$ cat src/rtl/err_tlm_pkg.sv
// Shared constants, field positions and state encoding for the error-telemetry word serializer.
package err_tlm_pkg;

  localparam int WORD_W = 26;
  localparam int TT_W   = 12;
  localparam int SEQ_W  = 5;
  localparam int CNT_W  = 5;

  localparam int EMRG_HI  = 25;
  localparam int EMRG_LO  = 22;
  localparam int ETCC_BIT = 21;
  localparam int ETCR_BIT = 20;
  localparam int TAGS_BIT = 19;
  localparam int OVR_BIT  = 18;
  localparam int SEQ_HI   = 17;
  localparam int SEQ_LO   = 13;
  localparam int TT_HI    = 12;
  localparam int TT_LO    = 1;
  localparam int PAR_BIT  = 0;

  typedef enum logic [1:0] {
    IDLE  = 2'd0,
    LOAD  = 2'd1,
    SHIFT = 2'd2,
    DONE  = 2'd3
  } tlm_state_e;

  // Parity bit that makes the total count of ones in the word odd.
  function automatic logic odd_par(input logic [WORD_W-1:0] w);
    return ~(^w[WORD_W-1:1]);
  endfunction

  // Overrun and sequence reflect emission order, so they are written when the word is loaded.
  function automatic logic [WORD_W-1:0] stamp_word(input logic [WORD_W-1:0] w,
                                                   input logic             ovr,
                                                   input logic [SEQ_W-1:0] seq);
    logic [WORD_W-1:0] r;
    r                = w;
    r[OVR_BIT]       = ovr;
    r[SEQ_HI:SEQ_LO] = seq;
    r[PAR_BIT]       = odd_par(r);
    return r;
  endfunction

endpackage

$ cat src/rtl/err_tlm_word_fmt.sv
// Combinational assembly of the 26-bit telemetry word with odd parity.
module err_tlm_word_fmt
  import err_tlm_pkg::*;
(
  input  logic [3:0]        emrg,
  input  logic              etcc,
  input  logic              etcr,
  input  logic              tags,
  input  logic              ovr,
  input  logic [SEQ_W-1:0]  seq,
  input  logic [TT_W-1:0]   tt,
  output logic [WORD_W-1:0] word
);

  function automatic logic [WORD_W-1:0] assemble(input logic [3:0]       e,
                                                 input logic             cc,
                                                 input logic             cr,
                                                 input logic             tg,
                                                 input logic             ov,
                                                 input logic [SEQ_W-1:0] sq,
                                                 input logic [TT_W-1:0]  t);
    logic [WORD_W-1:0] w;
    w                  = '0;
    w[EMRG_HI:EMRG_LO] = e;
    w[ETCC_BIT]        = cc;
    w[ETCR_BIT]        = cr;
    w[TAGS_BIT]        = tg;
    w[OVR_BIT]         = ov;
    w[SEQ_HI:SEQ_LO]   = sq;
    w[TT_HI:TT_LO]     = t;
    w[PAR_BIT]         = odd_par(w);
    return w;
  endfunction

  assign word = assemble(emrg, etcc, etcr, tags, ovr, seq, tt);

endmodule

$ cat src/rtl/err_tlm_word_ser.sv
// Captures error-telemetry status into a time-tagged word and shifts it out MSB-first on V1 strobes.
module err_tlm_word_ser
  import err_tlm_pkg::*;
(
  input  logic SIM_CLK,
  input  logic SIM_RST,
  input  logic V1,
  input  logic ETTS,
  input  logic ETCC,
  input  logic ETCR,
  input  logic TAGS,
  input  logic EMRG1,
  input  logic EMRG2,
  input  logic EMRG3,
  input  logic EMRG4,
  input  logic TLMRQ,
  output logic TLMD,
  output logic TLMB,
  output logic TLMW,
  output logic BUSY,
  output logic OVRN
);

  localparam logic [CNT_W-1:0] CNT_LAST = CNT_W'(WORD_W - 1);

  tlm_state_e        state;
  logic              etts_q;
  logic              pv;
  logic              ovrn;
  logic              tlmd;
  logic              tlmb;
  logic              tlmw;
  logic [TT_W-1:0]   tt;
  logic [SEQ_W-1:0]  seq;
  logic [CNT_W-1:0]  cnt;
  logic [WORD_W-1:0] pend;
  logic [WORD_W-1:0] sreg;
  logic [WORD_W-1:0] fmt_word;
  logic              capture;
  logic              cap_accept;
  logic              shift_en;

  assign capture    = ETTS & ~etts_q;
  // A capture in the LOAD cycle refills PEND as LOAD drains it, so it is never an overrun.
  assign cap_accept = capture & (~pv | (state == LOAD));
  assign shift_en   = (state == SHIFT) & V1 & TLMRQ;

  err_tlm_word_fmt u_fmt (
    .emrg (4'({EMRG4, EMRG3, EMRG2, EMRG1})),
    .etcc (ETCC),
    .etcr (ETCR),
    .tags (TAGS),
    .ovr  (ovrn),
    .seq  (seq),
    .tt   (tt),
    .word (fmt_word)
  );

  // Word datapath: pending buffer and shift register carry no reset.
  always_ff @(posedge SIM_CLK) begin
    if (state == LOAD) begin
      sreg <= stamp_word(pend, ovrn, seq);
    end else if (shift_en) begin
      sreg <= {sreg[WORD_W-2:0], 1'b0};
    end
    if (cap_accept) begin
      pend <= fmt_word;
    end
  end

  // Control: edge detect, pending flag, FSM, counters and registered outputs.
  always_ff @(posedge SIM_CLK) begin
    if (SIM_RST) begin
      state  <= IDLE;
      etts_q <= 1'b1;
      pv     <= 1'b0;
      ovrn   <= 1'b0;
      tt     <= '0;
      seq    <= '0;
      cnt    <= '0;
      tlmd   <= 1'b0;
      tlmb   <= 1'b0;
      tlmw   <= 1'b0;
    end else begin
      etts_q <= ETTS;
      tlmb   <= 1'b0;
      tlmw   <= 1'b0;
      if (V1) begin
        tt <= tt + 1'b1;
      end
      case (state)
        IDLE: begin
          if (pv) begin
            state <= LOAD;
          end
        end
        LOAD: begin
          pv    <= 1'b0;
          ovrn  <= 1'b0;
          cnt   <= '0;
          state <= SHIFT;
        end
        SHIFT: begin
          if (shift_en) begin
            tlmd <= sreg[WORD_W-1];
            tlmb <= 1'b1;
            cnt  <= cnt + 1'b1;
            if (cnt == CNT_LAST) begin
              state <= DONE;
            end
          end
        end
        DONE: begin
          tlmw  <= 1'b1;
          seq   <= seq + 1'b1;
          state <= IDLE;
        end
        default: state <= IDLE;
      endcase
      if (cap_accept) begin
        pv <= 1'b1;
      end else if (capture) begin
        ovrn <= 1'b1;
      end
    end
  end

  assign TLMD = tlmd;
  assign TLMB = tlmb;
  assign TLMW = tlmw;
  assign BUSY = (state != IDLE);
  assign OVRN = ovrn;

endmodule
$ cat config.mk
export PLATFORM = sky130hd
export DESIGN_NAME = err_tlm_word_ser
export DESIGN_NICKNAME = d
export VERILOG_FILES = /design/src/rtl/err_tlm_pkg.sv /design/src/rtl/err_tlm_word_fmt.sv /design/src/rtl/err_tlm_word_ser.sv
export SDC_FILE = /design/constraint.sdc
export NUM_CORES = 1
export LEC_CHECK = 0
export ABC_AREA = 1
export ABC_CLOCK_PERIOD_IN_PS = 1900
export CORE_MARGIN = 1
export CORE_UTILIZATION = 54
export CTS_CLUSTER_SIZE = 12
export DETAILED_ROUTE_END_ITERATION = 10
export HOLD_SLACK_MARGIN = 0.06
export PLACE_DENSITY = 0.82
export RECOVER_POWER = 100
export SLEW_MARGIN = 20
export SYNTH_ARGS = -nofsm -noshare
export SYNTH_HDL_FRONTEND = slang
export SYNTH_SLANG_ARGS = --single-unit
$ cat constraint.sdc
create_clock -name SIM_CLK -period 1.9 [get_ports SIM_CLK]
set_input_delay 0.285 -clock SIM_CLK [delete_from_list [all_inputs] [get_ports SIM_CLK]]
set_output_delay 0.285 -clock SIM_CLK [all_outputs]
set_load 0.01 [all_outputs]
==> impl_metrics.tcl <==
set metrics [dict create \
    synth_seq_cells 75 \
    drt_iter0_markers 180 \
    r2r_cells 5 \
    nets 448 \
    die_h_um 82.2 \
    grt_pass1_vias 2452 \
    dp.final_hpwl_um 4600 \
    core_area_sq_um 6060 \
    synth_seq_area_share 0.563 \
    antenna_found_initial 0 \
    ys.flop_type "edfxtp_1" \
    die_x_um 82.2 \
    cts.path.max_buffers 2 \
    syn_nets 422 \
    io_buffers 16 \
    gr-total-overflow 0 \
    row_count 28 \
    hold_violations 0 \
    cp_common_cell "inv_1" \
    wl_um 6670 \
    max_stage_delay_ns 0.35 \
    tightestPinTransition_ns 0.667 \
    grt_pass1_wl_um 11000 \
    min_period_ns 1.76 \
    slowest_stage "clkbuf_4" \
    run_status "complete, no violations" \
    tns_ns 0 \
    p_per_area_nw_per_um2 1190 \
    cts_buffers 9 \
    crit_chain "inv_1, ha_1, inv_1, nand2_2, clkbuf_4" \
    cts_tree "yes" \
    layout_commonest_cell "nand2_1" \
    root_buffer "clkbuf_8" \
    dpl.cell_count 490 \
    async_flop_share 0 \
    dpl-instance-area_sq_um 3770 \
    cp.arrival_ns 1.77 \
    grt_max_degree 50 \
    mostFrequentLayoutCells "nand2_1 (126), inv_1 (60), edfxtp_1 (45)" \
    antenna_cells 0 \
    worst-r2r-setup-slack_ns 0.14 \
    place_congestion 0.823 \
    critPathTopFamily "buffers and inverters" \
    synth-edff-count 45 \
    drive_gt1_frac 0.0557 \
    hold_path_class "reg2reg" \
    drt-pass1-iter-count 4 \
    cp.buffers_inverters 3 \
    p_leak_nw 1.75 \
    startpoint_type "flip-flop" \
    synth_cells 400 \
    syn_to_final_growth_pct 13.7 \
    vias 2576 \
    grt_setup_unrepaired "no" \
    ant_nets 0 \
    final_cells 506 \
    critPathRequiredTime_ns 1.92 \
    clock_latency_ns 0.35 \
    yosys_warnings 0 \
    post_cts_buffers 0 \
    cap_violations 0 \
    cts_num_sinks 75 \
    wl_per_cell_um 13.2 \
    die-area_sq_um 6750 \
    grt.total_usage 0.225 \
    min_period_over_period 0.924 \
    syn-cell-area_sq_um 3470 \
    fin_ws_ns 0.145 \
    ys_types 31 \
    setup_viol 0 \
    drc 0 \
    worstPathMaxFanout 26 \
    max_freq_mhz 570 \
    vdd_drop_max_v 0.000820 \
    path_class "reg2reg" \
    min_from "tt[11]" \
    timing.rr.start "state[1]" \
    hold_end "pend[12]" \
    skew_ns 0.00918 \
    final_cell_area_sq_um 3950 \
    io-pin-count 17 \
    relSlewSlack 0.555 \
    timing.rr.end "sreg[5]" \
    start_util 0.572 \
    viasPerCell 5.09 \
    htree_levels 3 \
    drv_slew 0 \
    fin_util 0.651 \
    worst_setup_path_end_kind "flip-flop" \
    min_path_cells 0 \
    pre_cts_ws_ns 0.0659 \
    syn_area_per_cell_sq_um 8.67 \
    clk_pin_slew_ns 0.07 \
]
worst max path at each step:
stage	to	slack, ns	startpoint	depth (start not counted)
finish	sreg[5]	0.14	state[1]	5
global route	cnt[1]	0.01	state[1]	5
CTS	BUSY	0.01	state[0]	4
detailed placement	sreg[6]	0.07	V1	6
global placement	sreg[4]	0.1	V1	6
floorplan	sreg[0]	0.22	state[1]	5
synth_stat cells, types with 2 or more instances:
| cell | n | share of area |
|---|---|---|
| xnor2_1 | 2 | 0.0050 |
| nor3_1 | 7 | 0.010 |
| nor2_1 | 27 | 0.029 |
| clkbuf_1 | 6 | 0.0065 |
| ha_1 | 10 | 0.036 |
| a211oi_1 | 3 | 0.0065 |
| edfxtp_1 | 45 | 0.39 |
| nand2_1 | 127 | 0.14 |
| inv_2 | 3 | 0.0032 |
| nand3_2 | 2 | 0.0058 |
| nor2_4 | 2 | 0.0065 |
| dfxtp_1 | 30 | 0.17 |
| nand3_1 | 13 | 0.019 |
| a21oi_1 | 16 | 0.023 |
| o21ai_0 | 35 | 0.050 |
| inv_1 | 57 | 0.062 |
registers in the layout (all words and copies together), names as in the netlist, 2 cells and up:
signal / flops
tt: 12
state: 2
sreg: 26
seq: 5
pend: 19
cnt: 5
where the power goes:
group / total (mW) / switching (mW) / internal (mW)
clock: 1.46 / 0.565 / 0.897
combinational: 0.971 / 0.638 / 0.332
sequential: 2.27 / 0.112 / 2.16
worst reg2reg max path: stages (launching register included):
cell and delay, ns:
dfxtp_1 0.33, inv_1 0.13, ha_1 0.32, inv_1 0.18, nand2_2 0.10, clkbuf_4 0.35
layout make-up:
class,count,area (sq um)
multi-input combinational,258,1230
timing repair buffer,22,204
clock inverter,6,103
fill,482,2110
sequential,75,1950
inverter,60,225
tap,75,93.8
clock buffer,10,138
metrics by stage:
step,hold slack (ns),power [mW]
after floorplan,0.374,2.95
after global placement,0.439,3.25
after detailed placement,0.439,3.32
after CTS,0.463,4.78
after global routing,0.478,4.96
final,0.460,4.71
per-layer routing:
layer	GRT usage	wire length, um	vias up
li1	-	-	1342
met1	0.276	3010	1181
met2	0.373	3260	41
met3	0.0538	233	12
met4	0.109	164	0
met5	0	0	-
cell families after synthesis:
| logic type | synth area share |
|---|---|
| adder cells (fa/ha/maj) | 0.0361 |
| AND/OR/NAND/NOR | 0.229 |
| flip-flops | 0.563 |
| AO/OA/AOI/OAI | 0.0927 |
| buffers and inverters | 0.0725 |
| XOR/XNOR | 0.00757 |
repair_timing:
item / in CTS / in global routing
pin swaps: 0 / 0
setup endpoints to repair: 1 / 1
resized for setup: 2 / 1
hold buffers: 0 / 0
(Power assumes the default switching activity.)
